### src/rtl/dptr_pipe.sv
// Three-stage R-type datapath: decode/regfile read, ALU, result/write-back.
// Full forwarding from the ALU and result stages means the pipeline never stalls.
module dptr_pipe #(
    parameter int DATA_W = 32,
    parameter int REG_N  = 32,
    localparam int RA_W  = $clog2(REG_N)
) (
    input  logic              clk,
    input  logic              rst,
    input  logic              instr_valid,
    input  logic [31:0]       instr,
    input  logic              ld_en,
    input  logic [RA_W-1:0]   ld_addr,
    input  logic [DATA_W-1:0] ld_data,
    input  logic [RA_W-1:0]   dbg_addr,
    output logic [DATA_W-1:0] dbg_data,
    output logic              out_valid,
    output logic [DATA_W-1:0] result,
    output logic              zf,
    output logic              illegal,
    output logic [4:0]        rd_out
);

    localparam logic [5:0] F_ADD = 6'b100000;
    localparam logic [5:0] F_SUB = 6'b100010;
    localparam logic [5:0] F_AND = 6'b100100;
    localparam logic [5:0] F_OR  = 6'b100101;
    localparam logic [5:0] F_XOR = 6'b100110;
    localparam logic [5:0] F_NOR = 6'b100111;
    localparam logic [5:0] F_SLT = 6'b101010;

    function automatic logic funct_ok(input logic [5:0] f);
        case (f)
            F_ADD, F_SUB, F_AND, F_OR, F_XOR, F_NOR, F_SLT: return 1'b1;
            default:                                        return 1'b0;
        endcase
    endfunction

    function automatic logic signed [DATA_W-1:0] alu(
        input logic [5:0]               f,
        input logic signed [DATA_W-1:0] a,
        input logic signed [DATA_W-1:0] b
    );
        case (f)
            F_ADD:   return a + b;
            F_SUB:   return a - b;
            F_AND:   return a & b;
            F_OR:    return a | b;
            F_XOR:   return a ^ b;
            F_NOR:   return ~(a | b);
            F_SLT:   return (a < b) ? {{(DATA_W-1){1'b0}}, 1'b1} : '0;
            default: return '0;
        endcase
    endfunction

    // A producer only forwards when it will actually write back.
    function automatic logic fwd_hit(
        input logic       vld,
        input logic       ill,
        input logic [4:0] rd,
        input logic [4:0] src
    );
        return vld && !ill && (rd != 5'd0) && (rd == src);
    endfunction

    logic [DATA_W-1:0] regfile [REG_N];

    logic                     vld_p1, ill_p1;
    logic [5:0]               funct_p1;
    logic [4:0]               rd_p1;
    logic signed [DATA_W-1:0] a_p1, b_p1, alu_p1;

    logic                     vld_p2, ill_p2;
    logic [4:0]               rd_p2;
    logic signed [DATA_W-1:0] res_p2;
    logic                     wb_en;

    // ---- S0: decode, regfile read, operand forwarding ----
    logic [5:0]               op_p0, funct_p0;
    logic [4:0]               rs_p0, rt_p0, rd_p0;
    logic                     rs_ok, rt_ok, rd_ok, ill_p0;
    logic [DATA_W-1:0]        rf_rs, rf_rt, dbg_rd;
    logic signed [DATA_W-1:0] opa_p0, opb_p0;
    logic                     unused_shamt;

    assign op_p0        = instr[31:26];
    assign rs_p0        = instr[25:21];
    assign rt_p0        = instr[20:16];
    assign rd_p0        = instr[15:11];
    assign funct_p0     = instr[5:0];
    assign unused_shamt = ^instr[10:6];

    // Register 0 is never read from storage, and a same-cycle preload bypasses the array.
    always_comb begin
        rs_ok  = 1'b0;
        rt_ok  = 1'b0;
        rd_ok  = 1'b0;
        rf_rs  = '0;
        rf_rt  = '0;
        dbg_rd = '0;
        for (int i = 0; i < REG_N; i++) begin
            if (rs_p0 == 5'(i)) rs_ok = 1'b1;
            if (rt_p0 == 5'(i)) rt_ok = 1'b1;
            if (rd_p0 == 5'(i)) rd_ok = 1'b1;
        end
        for (int i = 1; i < REG_N; i++) begin
            if (rs_p0 == 5'(i))
                rf_rs = (ld_en && ld_addr == RA_W'(i)) ? ld_data : regfile[i];
            if (rt_p0 == 5'(i))
                rf_rt = (ld_en && ld_addr == RA_W'(i)) ? ld_data : regfile[i];
            if (dbg_addr == RA_W'(i))
                dbg_rd = regfile[i];
        end
    end

    assign ill_p0 = (op_p0 != 6'd0) || !funct_ok(funct_p0) || !rs_ok || !rt_ok || !rd_ok;

    always_comb begin
        if (fwd_hit(vld_p1, ill_p1, rd_p1, rs_p0))      opa_p0 = alu_p1;
        else if (fwd_hit(vld_p2, ill_p2, rd_p2, rs_p0)) opa_p0 = res_p2;
        else                                            opa_p0 = rf_rs;
        if (fwd_hit(vld_p1, ill_p1, rd_p1, rt_p0))      opb_p0 = alu_p1;
        else if (fwd_hit(vld_p2, ill_p2, rd_p2, rt_p0)) opb_p0 = res_p2;
        else                                            opb_p0 = rf_rt;
    end

    // ---- S1: operand registers and ALU ----
    always_ff @(posedge clk or posedge rst) begin
        if (rst) begin
            vld_p1   <= 1'b0;
            ill_p1   <= 1'b0;
            funct_p1 <= '0;
            rd_p1    <= '0;
            a_p1     <= '0;
            b_p1     <= '0;
        end else begin
            vld_p1 <= instr_valid;
            if (instr_valid) begin
                ill_p1   <= ill_p0;
                funct_p1 <= funct_p0;
                rd_p1    <= rd_p0;
                a_p1     <= opa_p0;
                b_p1     <= opb_p0;
            end
        end
    end

    assign alu_p1 = ill_p1 ? '0 : alu(funct_p1, a_p1, b_p1);

    // ---- S2: result registers, outputs and write-back ----
    always_ff @(posedge clk or posedge rst) begin
        if (rst) begin
            vld_p2 <= 1'b0;
            ill_p2 <= 1'b0;
            rd_p2  <= '0;
            res_p2 <= '0;
        end else begin
            vld_p2 <= vld_p1;
            if (vld_p1) begin
                ill_p2 <= ill_p1;
                rd_p2  <= rd_p1;
                res_p2 <= alu_p1;
            end
        end
    end

    assign wb_en = vld_p2 && !ill_p2 && (rd_p2 != 5'd0);

    // Write-back takes priority over a preload to the same register.
    always_ff @(posedge clk or posedge rst) begin
        if (rst) begin
            for (int i = 0; i < REG_N; i++) regfile[i] <= '0;
        end else begin
            for (int i = 1; i < REG_N; i++) begin
                if (wb_en && rd_p2 == 5'(i))
                    regfile[i] <= res_p2;
                else if (ld_en && ld_addr == RA_W'(i))
                    regfile[i] <= ld_data;
            end
        end
    end

    assign out_valid = vld_p2;
    assign result    = res_p2;
    assign zf        = (res_p2 == '0);
    assign illegal   = ill_p2;
    assign rd_out    = rd_p2;
    assign dbg_data  = dbg_rd;

endmodule

### config.mk
export PLATFORM = sky130hd
export DESIGN_NAME = dptr_pipe
export DESIGN_NICKNAME = d
export VERILOG_FILES = /design/src/rtl/dptr_pipe.sv
export SDC_FILE = /design/constraint.sdc
export NUM_CORES = 2
export LEC_CHECK = 0
export CORE_MARGIN = 3
export CORE_UTILIZATION = 30
export DETAILED_ROUTE_END_ITERATION = 10
export PLACE_DENSITY = 0.43
export SLEW_MARGIN = 40
export SYNTH_ARGS = -nofsm -noshare
export SYNTH_HDL_FRONTEND = slang
export SYNTH_SLANG_ARGS = --single-unit
### constraint.sdc
create_clock -name clk -period 55.5 [get_ports clk]
set_input_delay 16.65 -clock clk [delete_from_list [all_inputs] [get_ports clk]]
set_output_delay 16.65 -clock clk [all_outputs]
set_load 0.02 [all_outputs]
Word level (Yosys, flattened, before mapping)
Index checks and enable logic that the tools add are counted.

RAM bits: 0. Memories: 0. Word-level logic and storage cells: 599. Register bits: 1108. Memory bits (read-only): 0. Latch bits: 0.

$lt $le $gt $ge: 1. Shift-type cells: 0. Add/subtract/negate cells: 2. Multiplexer cells: 259. Bitwise logic cells: 4. Equal/unequal tests: 204. Div/mod/pow operators: 0. Reduce and logical (&&, ||, !) cells: 88. $mul: 0.

Operators with widths (count): two-way mux 32 bit (160); == test 5 bit, second input constant (96); == test 5 x 4 -> 1 bit, second input constant (48); one-hot mux 32 bit (7 select lines) (1); == test 5 x 3 -> 1 bit, second input constant (24); two-way mux 1 bit (98); == test 6 bit, second input constant (14); logical AND 1 bit (70); == test 5 x 2 -> 1 bit, second input constant (12); adder 32 bit (1); AND 32 bit (1); zero test 32 bit (1); less-than comparator 32 bit (1); NOT 32 bit (1); OR 32 bit (1); subtractor 32 bit (1); bitwise XOR 32 bit (1); == test 5 x 1 -> 1 bit, second input constant (6); == test 5 bit (4); zero test 5 bit (3); nonzero test 5 bit (2); OR reduction 7 bit (1); zero test 1 bit (6); nonzero test 6 bit (1); logical OR 1 bit (4).

Longest topological paths before layout
Depth after elaboration: 37. Mapped depth: 15. Depth with buffers taken out: 13.

Worst setup path after synthesis
No wires, ideal clock.

Path type: input-to-output. Start point: input port dbg_addr[0]. End point: output port dbg_data[8]. Buffers on the path: 3. Arrival: 19443 ps. Stages: 12. Slack: 19407 ps. Cell sequence: clkbuf_1 > or2_2 > clkbuf_1 > nor2_1 > clkbuf_1 > a22oi_1 > a31oi_1 > a211oi_1 > o41ai_1 > o221ai_1 > a211o_1 > a21oi_1.

Word-level cells in the longest chain between the ends: 32. Elaborated cells on any way between the ends: 62. Those cells by class: eq/ne (31); mux (31).

Ends and longest elaborated chain: start: declaration (RTL line 15) `input logic [RA_W-1:0] dbg_addr,`; == test 5 x 1 -> 1 bit (RTL line 111) `if (dbg_addr == RA_W'(i))`; two-way mux 32 bit (30 in a row) (RTL line 111); two-way mux 32 bit * (RTL line 111); end: declaration (RTL line 16) `output logic [DATA_W-1:0] dbg_data,`.

Mark *: on every way between the ends. The rest lies on a longest branch, timed or not.

Final worst setup path
Start point: input port dbg_addr[2]. End point: output port dbg_data[24].

The elaborated chain is that of the path after synthesis.

==> summary.txt <==
Cells and area
  • Layout Nets: roughly 10k
  • Area delta synth->final: 15.1%
  • Layout filler cell count: between 20k and 30k
  • Share of cells above drive strength 1: 0.130
  • Area of the multi-input gates: 0.0498 mm2
  • Sequential Area: 0.0278 mm2
  • Post-route insts no fill: roughly 14k

Timing
  • Clock skew: 0.0422 ns
  • RSZ-0062 raised after global routing: false
  • Slew Limit Fails: 0
  • Max Clk Rate: approximately 0.025 GHz
  • Fin. Hold Viols: 0
  • Tcrit/Tclk final: 0.715
  • Final-report setup violation count: 0
  • Final setup TNS: 0 ns
  • Max_slew headroom: 0.287
  • Worst Tran Pin Value: about 1.1 ns
  • Tmin final: between 30 and 40 ns

Worst hold path
  • Worst Hold Class: reg -> reg
  • Hold Path Origin: funct_p1[4]$_DFFE_PP0P_

Setup path
  • CP required: a little under 40 ns
  • Setup CP Type: in -> out
  • Crit. Startpoint: dbg_addr[2]
  • Crit path launch type: input pin
  • CP Max Fanout: 27
  • CP endpoint kind: primary output
  • Reg2reg start: rd_out[3]$_DFFE_PP0P_
  • Data arrival time of the critical path: approximately 23 ns

Synthesis
  • Synth top area share: 0.342
  • Count leader, synth: nor2_1
  • Syn_nets: around 10k
  • Post-synth top cells: nor2_1 (1505), a21oi_1 (1463), dfrtp_1 (1108)
  • Seq/Total Area, Yosys: 0.342
  • Mapped Area: roughly 0.081 mm2
  • Synth cell types: 89
  • Ys flop type: dfrtp_1
  • Synth area leader: dfrtp_1
  • Cells after Synth: a little over 10k
  • Synth warnings: 0
  • Synth area leaders: dfrtp_1 (34%), mux2i_1 (11%), a21oi_1 (9.0%), nor2_1 (7.0%), clkbuf_1 (3.6%)
  • #FFs+latches synth: between 1k and 1.5k
  • EDFF count, synth: 0
  • Syn avg cell area: ~8.0 um2
  • Share of flip-flops with an asynchronous set or reset: 1.00

Clock network
  • Root Driver: clkbuf_16
  • Clock transition at path regs: 0.06 ns
  • CTS tree: done
  • H-tree levels: 4
  • CTS Sinks: 1108
  • Clock Path Buffers: 3
  • Cts hold-fix bufs: 0
  • Post-CTS Setup Bufs: 0
  • Num CTS Buffers: 152
  • Worst-Skew Late Latency: about 0.9 ns
  • Number of cells upsized or downsized after cts: 0

Route
  • Drt pass-1 iters: 10
  • Remaining antenna violation count: 0
  • Via count: 96.8k
  • DRT iter0 DRCs: between 15k and 20k
  • Final WL: 612 mm
  • DRC: 0
  • Vias/cell: 7.10
  • Routed WL per cell: about 45 um

Power and ir drop
  • Switching share of total power: 0.393
  • PwrDens: between 30 and 40 mW/mm2
  • Psw: 1.21 mW
  • LEAKAGE: 36.6 nW
  • Maximum vdd ir drop: roughly 0.028 mV
  • Clk pwr share: 0.340
  • Comb power frac: 0.306
  • Internal cell power: roughly 1.9 mW
  • Seq pwr share: 0.354

Die
  • Core area: ~0.27 mm2
  • Rows: 190
  • Die Width: ~530 um
  • Io pins: 150
  • Chip Height: roughly 530 um
  • Die ar.: ~0.28 mm2
  • Initial Utilization: 0.302

Placement
  • Placed insts: 13.3k
  • Dpl hpwl: between 400 and 500 mm
  • PortBufs: ~140
  • Final RePlAce weighted congestion: about 1.1

Outcome
  • Status: finished clean

Run
  • Max Cap Viol: 0

Global route
  • Initial antenna violation count: just under 80
  • GR Overflow Total: 0
  • Vias in the first global route: between 90k and 100k
  • Largest net degree at the start of global routing: 129
  • Total track usage: 0.422
  • First-pass GRT wire length: ~810 mm
-- worst max-delay path, stage by stage --
cell,delay [ns]
clkdlybuf4s50_1,0.45
buf_4,0.29
nor3b_1,0.75
buf_4,0.32
nand2_1,0.07
buf_4,0.32
o21ai_2,0.13
buf_4,0.53
a211oi_1,0.27
o41ai_1,0.79
o221ai_1,0.38
a211o_1,0.51
a21oi_1,0.76
clkdlybuf4s50_1,0.77
-- metal layers --
layer  vias up  routed length (um)  GRT usage  part of all wire
met5         -                 708          0            0.0012
met4        36               48300      0.280             0.079
met3      2143               88100      0.163              0.14
met2      8836              243000      0.585              0.40
met1     48400              232000      0.540              0.38
li1      37400                   -          -                 -
-- layout make-up --
class | instances | share of cell area
Clock inverter | 32 | 0.00428
Timing Repair Buffer | 684 | 0.0602
Multi-Input combinational cell | 7847 | 0.534
Antenna cell | 40 | 0.00107
Sequential cell | 1108 | 0.298
Inverter | 130 | 0.00534
Tap cell | 3552 | 0.0476
Clock buffer | 242 | 0.0501
-- worst paths after layout --
kind | cells after the start | end | slack (ns)
hold reg to reg | 1 | funct_p1[4]$_DFFE_PP0P_ | 0.50
setup reg to reg | 9 | b_p1[11]$_DFFE_PP0P_ | 50.22
max in group asynchronous | 6 | regfile[107]$_DFF_PP0_ | 36.00
min in group asynchronous | 2 | regfile[944]$_DFF_PP0_ | 16.17
setup / recovery | 14 | dbg_data[24] | 15.79
hold / removal | 1 | funct_p1[4]$_DFFE_PP0P_ | 0.50
-- placed cells by master, fill, tap and decap left out, types with 88 or more instances in the layout --
cell | netlist | layout
o221ai_1 | 110 | 108
nand3_1 | 222 | 214
nand2_1 | 539 | 492
a31oi_1 | 160 | 159
o21ai_0 | 554 | 542
o211ai_1 | 88 | 88
o22ai_1 | 454 | 454
mux2_2 | 177 | 177
buf_4 | 9 | 511
clkbuf_16 | 0 | 155
mux2i_1 | 892 | 892
a22oi_1 | 252 | 252
ha_1 | 96 | 96
a21oi_1 | 1463 | 1452
a211oi_1 | 135 | 124
dfrtp_1 | 1108 | 1074
inv_1 | 127 | 123
nor2_1 | 1505 | 1419
nor3_1 | 135 | 130
a221oi_1 | 133 | 131
clkdlybuf4s50_1 | 0 | 107
-- metrics by stage --
stage	total power, mW	hold WS (ns)	worst slack (ns)	util	instance area [um2]
CTS	3.03	0.510	15.97	0.347	93000
global placement	1.97	0.483	15.84	0.326	87400
detailed placement	1.99	0.495	15.98	0.328	87900
floorplan	1.60	0.373	7.65	-	81100
finish	3.07	0.504	15.79	0.348	93300
global route	3.16	0.518	15.97	0.347	93200
-- power groups by stage --
stage               combinational [mW]  sequential (mW)  clock (mW)
global placement                 0.885             1.09           0
finish                           0.940             1.09        1.05
floorplan                        0.539             1.06           0
global route                     0.979             1.10        1.08
detailed placement               0.898             1.09           0
CTS                              0.900             1.08        1.05
-- state kept, by name, indices dropped and copies added, names as in the netlist --
signal     flops
a_p1          32
b_p1          32
funct_p1       6
ill_p1         1
illegal        1
out_valid      1
rd_out         5
rd_p1          5
regfile      992
result        32
vld_p1         1
-- cells by family (layout without fill, tap and decap cells) --
logic type | after synthesis | count (layout) | synth area share
XOR/XNOR | 38 | 38 | 0.00411
flip-flops | 1108 | 1108 | 0.342
other | 0 | 40 | 0
AND/OR/NAND/NOR | 2771 | 2771 | 0.148
multiplexers | 1076 | 1076 | 0.137
buffers and inverters | 1183 | 1088 | 0.0566
AO/OA/AOI/OAI | 3864 | 3864 | 0.297
adder cells (fa/ha/maj) | 98 | 98 | 0.0153
(Power assumes the default switching activity.)
